`src/rtl/mm_pkg.sv`:
```
// mm_pkg: shared constants and FSM state encoding for the Montgomery exponentiation sequencer.
// Latency: n/a (declarations only).
// Backpressure: n/a.
package mm_pkg;

   // Operand width and field modulus q = 2^255 - 19, with Montgomery radix R = 2^255.
   localparam int DATA_W = 255;
   localparam logic [DATA_W-1:0] Q =
      255'h7fffffff_ffffffff_ffffffff_ffffffff_ffffffff_ffffffff_ffffffff_ffffffed;
   // R mod q, i.e. the value 1 expressed in Montgomery form.
   localparam logic [DATA_W-1:0] R_MOD_Q = 255'd19;

   // Sequencer states.
   localparam logic [2:0] ST_IDLE      = 3'd0;
   localparam logic [2:0] ST_SQR_ISSUE = 3'd1;
   localparam logic [2:0] ST_SQR_WAIT  = 3'd2;
   localparam logic [2:0] ST_MUL_ISSUE = 3'd3;
   localparam logic [2:0] ST_MUL_WAIT  = 3'd4;
   localparam logic [2:0] ST_DONE      = 3'd5;

endpackage

```
`src/rtl/mm_exp_seq.sv`:
```
// mm_exp_seq: base^exp in the Montgomery domain, left-to-right square-and-multiply on one external MM unit.
// Latency: EXP_W squarings + popcount(exp) multiplies, each 1 issue cycle + MM latency, plus start and DONE cycles.
// Backpressure: none; one MM op outstanding, waits indefinitely for i_mm_valid; i_start ignored while busy.
module mm_exp_seq #(
   parameter int DATA_W = 255,
   parameter int EXP_W  = 255
) (
   input  logic              i_clk,
   input  logic              i_rst_n,
   input  logic              i_start,
   input  logic [DATA_W-1:0] i_base,
   input  logic [EXP_W-1:0]  i_exp,
   input  logic [DATA_W-1:0] i_one_mont,
   output logic              o_busy,
   output logic              o_done,
   output logic [DATA_W-1:0] o_result,
   output logic              o_mm_valid,
   output logic [DATA_W-1:0] o_mm_x,
   output logic [DATA_W-1:0] o_mm_y,
   input  logic              i_mm_valid,
   input  logic [DATA_W-1:0] i_mm_result
);
   import mm_pkg::*;

   localparam int IDX_W = (EXP_W > 1) ? $clog2(EXP_W) : 1;

   logic [2:0]        r_state;
   logic [DATA_W-1:0] r_acc;
   logic [DATA_W-1:0] r_base;
   logic [EXP_W-1:0]  r_exp;
   logic [IDX_W-1:0]  r_idx;
   logic [DATA_W-1:0] r_result;

   logic w_bit;
   logic w_idx_zero;
   logic w_mul_phase;

   // Current exponent bit and end-of-exponent detection; the index never decrements past zero.
   assign w_bit       = r_exp[r_idx];
   assign w_idx_zero  = (r_idx == '0);
   assign w_mul_phase = (r_state == ST_MUL_ISSUE) || (r_state == ST_MUL_WAIT);

   // Operands come straight from state registers, which only change on a response,
   // so they stay stable from issue until the MM unit answers.
   assign o_busy     = (r_state != ST_IDLE);
   assign o_done     = (r_state == ST_DONE);
   assign o_result   = r_result;
   assign o_mm_valid = (r_state == ST_SQR_ISSUE) || (r_state == ST_MUL_ISSUE);
   assign o_mm_x     = r_acc;
   assign o_mm_y     = w_mul_phase ? r_base : r_acc;

   // Square-and-multiply sequencer; the final product is latched into r_result on the way
   // into DONE so the result is already valid during the done pulse.
   always_ff @(posedge i_clk or negedge i_rst_n) begin
      if (!i_rst_n) begin
         r_state  <= ST_IDLE;
         r_acc    <= '0;
         r_base   <= '0;
         r_exp    <= '0;
         r_idx    <= '0;
         r_result <= '0;
      end else begin
         case (r_state)
            ST_IDLE: begin
               if (i_start) begin
                  r_acc   <= i_one_mont;
                  r_base  <= i_base;
                  r_exp   <= i_exp;
                  r_idx   <= IDX_W'(EXP_W - 1);
                  r_state <= ST_SQR_ISSUE;
               end
            end
            ST_SQR_ISSUE: begin
               r_state <= ST_SQR_WAIT;
            end
            ST_SQR_WAIT: begin
               if (i_mm_valid) begin
                  r_acc <= i_mm_result;
                  if (w_bit) begin
                     r_state <= ST_MUL_ISSUE;
                  end else if (!w_idx_zero) begin
                     r_idx   <= r_idx - IDX_W'(1);
                     r_state <= ST_SQR_ISSUE;
                  end else begin
                     r_result <= i_mm_result;
                     r_state  <= ST_DONE;
                  end
               end
            end
            ST_MUL_ISSUE: begin
               r_state <= ST_MUL_WAIT;
            end
            ST_MUL_WAIT: begin
               if (i_mm_valid) begin
                  r_acc <= i_mm_result;
                  if (!w_idx_zero) begin
                     r_idx   <= r_idx - IDX_W'(1);
                     r_state <= ST_SQR_ISSUE;
                  end else begin
                     r_result <= i_mm_result;
                     r_state  <= ST_DONE;
                  end
               end
            end
            ST_DONE: begin
               r_state <= ST_IDLE;
            end
            default: begin
               r_state <= ST_IDLE;
            end
         endcase
      end
   end

endmodule

```
`config.mk`:
```
export PLATFORM = sky130hd
export DESIGN_NAME = mm_exp_seq
export DESIGN_NICKNAME = d
export VERILOG_FILES = /design/src/rtl/mm_pkg.sv /design/src/rtl/mm_exp_seq.sv
export SDC_FILE = /design/constraint.sdc
export NUM_CORES = 2
export LEC_CHECK = 0
export BUFFER_PORTS_ARGS = -buffer_cell sky130_fd_sc_hd__buf_4
export CAP_MARGIN = 5
export CELL_PAD_IN_SITES_DETAIL_PLACEMENT = 0
export CELL_PAD_IN_SITES_GLOBAL_PLACEMENT = 2
export CORE_AREA = 2 2 694 696
export DETAILED_ROUTE_END_ITERATION = 12
export DIE_AREA = 0 0 696 698
export PLACE_DENSITY_LB_ADDON = 0.1
export RECOVER_POWER = 25
export SYNTH_ARGS = -nofsm -noshare
export SYNTH_HDL_FRONTEND = slang
export SYNTH_SLANG_ARGS = --single-unit
```
`constraint.sdc`:
```
create_clock -name i_clk -period 7.84 [get_ports i_clk]
set_clock_uncertainty 0.2 [all_clocks]
set_input_delay 0.392 -clock i_clk [delete_from_list [all_inputs] [get_ports i_clk]]
set_output_delay 0.392 -clock i_clk [all_outputs]
set_load 0.01 [all_outputs]
```
# Yosys cells after proc, flatten, opt, wreduce, memory -nomap -nowiden
# Cells that the tools add are included.
# op_classes
add_sub_neg	1
magnitude_cmp	1
eq_ne	10
muxes	23
n_reduce_logical	14
# op_table
cell	count
2-to-1 mux 255 bit	7
one-hot mux 255 bit (2 select lines)	2
2-to-1 mux 8 bit	5
one-hot mux 8 bit (3 select lines)	1
2-to-1 mux 3 bit	5
one-hot mux 3 bit (5 select lines)	1
< comparator 8 x 9 -> 1 bit, second input constant	1
binary-select mux 1 bit (select 8 bit)	1
zero test 8 bit	1
!= test 2 bit, second input constant	4
subtractor 8 x 1 -> 8 bit, second input constant	1
equality test 3 x 2 -> 1 bit, second input constant	2
equality test 3 bit, second input constant	2
AND reduction 3 bit	2
nonzero test 3 bit	2
AND reduction 5 bit	1
AND reduction 4 bit	1
nonzero test 2 bit	2
equality test 3 x 1 -> 1 bit, second input constant	1
zero test 3 bit	1
logical OR 1 bit	2
!= test 2 x 1 -> 1 bit, second input constant	1
AND reduction 2 bit	1
OR reduction 2 bit	1
2-to-1 mux 1 bit	1
# totals
regBits	1031
word_cells	55

# Depth between registers and ports, before layout
# depth
word_depth	5
depth_mapped	12

# Worst setup path before layout
# Ideal clock, no wire load.
# synth_timing
kind	reg-to-reg
from	register r_idx[0]
to	register r_result[204], in the netlist o_result[204]
t_arrival_ns	2.693
t_required_ns	7.573
slack_ns	4.879
stages_incl_launch_ff	12
synth_period_minus_slack_ns	2.961
cell_sequence	dfrtp_1 > buf_6 > buf_4 > buf_2 > inv_1 > ha_1 > nor3b_1 > nand3_1 > nor3_1 > clkbuf_1 > clkbuf_1 > a32o_1
# synth_via
elab_chain_len	5
elab_cells_between_ends	10
# synth_rtl
element	line	source
from (decl)	mm_exp_seq.sv:31	logic [IDX_W-1:0] r_idx;
from (signal assigned)	mm_exp_seq.sv:69	r_idx <= IDX_W'(EXP_W - 1);
from (signal assigned)	mm_exp_seq.sv:82	r_idx <= r_idx - IDX_W'(1);
from (signal assigned)	mm_exp_seq.sv:97	r_idx <= r_idx - IDX_W'(1);
branches (longest 5 deep; another with binary-select mux 1 bit (select 8 bit))	n/a	
to (signal assigned)	mm_exp_seq.sv:85	r_result <= i_mm_result;
to (signal assigned)	mm_exp_seq.sv:100	r_result <= i_mm_result;
to (decl)	mm_exp_seq.sv:32	logic [DATA_W-1:0] r_result;
# Parallel ways; which one is timed is not known. The select of a mux whose other input is x is not followed.
# A chain may end at the register's enable or synchronous reset.

==> run summary <==
Status: finished, violations left
Failing checks: max-capacitance violations, max-slew violations
Total GRT Usage: 0.1478
Share of layout cells above drive strength 1: 0.4074
Crit-path cells: dlygate4sd3_1 > dlygate4sd3_1 > clkbuf_1 > clkbuf_1
Drt first pass iters: 7
Routed WL: 372,200 um
Worst vdd ir: 0.0002817 V
Row count: 254
CORE AREA: 0.4777 sq mm
Bufs and invs on worst path: 4
Pwr/cell area: 384.6 mW/mm^2
Flip-flop and latch count after synthesis: 1,031
Number of synthesized flops with an enable pin: 0
CTS tree: yes
Unrepaired setup endpoints after global routing: no
IO buf count: 1,791
Setup TNS: 0 ps
Via density: 3.322
Slowest stage delay, CP: 2520 ps
Hold path cells: 5
Post-CTS Setup Bufs: 0
Nets: 7,677
Max frequency: 178.9 MHz
# hold bufs at CTS: 1,315
Clock Sinks: 1,031
Crit path required time: 7770 ps
First-pass GRT wire length: 483,800 um
Die width: 696 um
Synth cell types: 50
Avg Inst Size Synth: 12.55 sq um
Most frequent cells in the layout: buf_4 (1,659), dlygate4sd3_1 (1,314), dfrtp_1 (1,028)
Worst slew margin: -1.321
P&R area growth vs syn: 84.95%
Worst Tran Pin Value: 3481 ps
Top-level port count: 1,792
Crit-path max FO: 53
Congestion Overflow GR: 0
Worst R2R Setup Slack: 2630 ps
Syn nets: 4,650
Final min period: 5591 ps
Final Setup Violations: 0
Most common cell after layout, fill and taps aside: buf_4
DRC Markers: 0
Ys Warns: 0
CP Depth: 4
Clock Latency Late Sink: 900 ps
ANT nets after route: 0
Crit path DAT: 5520 ps
Reg clk slew, reported paths: 50 ps
Initial Util: 0.09525
CP startpoint kind: primary input
Sequential share of the synthesized area: 0.5671
Root Driver: clkbuf_16
Crit. End Element: async pin
CP max-delay cell: clkbuf_1
H-tree levels: 4
Top FF cell, synth: dfrtp_1
Vert. Die Dim: 698 um
HPWL Detailed: 290,000 um
Fillers: 53,300
Clock Tree Buf Depth: 4
Area after DPL: 0.06622 sq mm
Final instance area: 0.08415 sq mm
Async set-or-reset flop fraction in the synthesized netlist: 1.000
Crit-path leading delay family: buffers and inverters
Slew Limit Fails: 266
Initial antenna violation count: 167
Synth Instances: 3,625
Final Hold Fails: 0
Iteration-0 DRC Markers: 2,018
MaxCap Viol Count: 7
Routed via count: 43,957
Cell Area, Synth: 0.04550 sq mm
Tightest Hold Check Type: in2reg
Die area: 0.4858 sq mm
Tcrit/Tclk final: 0.7131
R2R cell count: 9
WL/cell: 28.13 um
Post-CTS resize count: 0
CTS Buf Count: 168
GP Congestion: 0.8055
Largest net degree at the start of global routing: 159
Leakage power: 35.03 nW
Vias in the first global route: 47,827
CP Class: in2async
path summary, 6_finish.rpt:
kind,start,to
hold / removal,i_start,r_exp[86]
max in group i_clk,r_idx[1],o_result[171]
min in group asynchronous,i_rst_n,r_exp[246]
setup reg to reg,r_idx[1],o_result[171]
setup / recovery,i_rst_n,r_exp[141]
hold reg to reg,o_result[18],o_result[18]
Yosys cell counts, drive strengths merged, types with 3 or more instances:
| cell | number | area (sq um) |
|---|---|---|
| a31oi | 263 | 1645 |
| nor3 | 7 | 35.03 |
| a22oi | 8 | 60.06 |
| a21oi | 14 | 70.07 |
| mux2i | 24 | 240.2 |
| nand3b | 3 | 22.52 |
| inv | 7 | 26.27 |
| mux2 | 766 | 8626 |
| nor2 | 272 | 1021 |
| o21ai | 5 | 25.02 |
| buf | 80 | 641.9 |
| o22ai | 4 | 25.02 |
| or3 | 3 | 18.77 |
| a32o | 256 | 2562 |
| nand3 | 14 | 82.58 |
| nand2 | 522 | 1962 |
| nor2b | 4 | 25.02 |
| clkbuf | 230 | 863.3 |
| mux4 | 59 | 1329 |
| dfrtp | 1031 | 25800 |
| nor3b | 4 | 30.03 |
| o211ai | 4 | 30.03 |
| and3 | 7 | 43.79 |
| a221oi | 7 | 61.31 |
| nand2b | 3 | 18.77 |
registers in the layout, indices dropped and copies added (netlist names):
name and cells:
o_result 255, r_exp 255, o_mm_x 255, r_state 3
r_idx 8, r_base 255
cells by family (layout without fill, tap and decap cells):
logic type / Yosys count / count (layout) / synth area share
xor+xnor: 1 / 1 / 0.0001925
simple gates: 848 / 848 / 0.07310
compound gates: 577 / 577 / 0.1015
mux: 849 / 849 / 0.2241
flops: 1031 / 1031 / 0.5671
other cells: 0 / 66 / 0
buf+inv: 318 / 3458 / 0.03374
fa+ha+maj: 1 / 1 / 0.0002750
worst min-delay path, stage by stage:
cell,delay [ps]
buf_4,120
nand2_1,70
nor3_2,60
buf_12,180
mux2_2,270
layer usage:
metal	wire length, um	part of all wire	up-vias	track usage
li1	-	-	19446	-
met4	10950	0.029	74	0.03820
met5	468	0.0013	-	0
met3	24340	0.065	444	0.03862
met2	185600	0.50	1440	0.2625
met1	150800	0.41	22553	0.1750
power by group:
group          internal (mW)  switching, mW
registers               7.41           2.06
logic                   7.34           7.97
clock network           4.40           3.18
stage by stage:
step / setup slack [ps] / hold WS (ps) / cells / power (mW) / utilization
2_1_floorplan: 4879 / -103.6 / 3625 / 15.62 / -
5_1_grt: 1355 / 40.79 / 13203 / 34.48 / 0.1760
4_1_cts: 2460 / 0.3212 / 13165 / 33.61 / 0.1773
3_5_place_dp: 2528 / 140.8 / 11567 / 24.02 / 0.1386
6_report: 2249 / 87.22 / 13231 / 32.37 / 0.1762
3_3_place_gp: 2624 / 142.7 / 11567 / 24.00 / 0.1386
layout make-up:
cell class                      instances  area [sq um]  area share
Timing Repair Buffer                 3167         26640      0.3166
Sequential cell                      1031         25810      0.3067
Multi-Input combinational cell       2276         18210      0.2164
Tap cell                             6400          8008     0.09516
Clock buffer                          250          4905     0.05829
Clock inverter                         33         365.4    0.004342
Antenna cell                           66         165.2    0.001963
Inverter                                8         37.54   0.0004461
(Power assumes the default switching activity.)
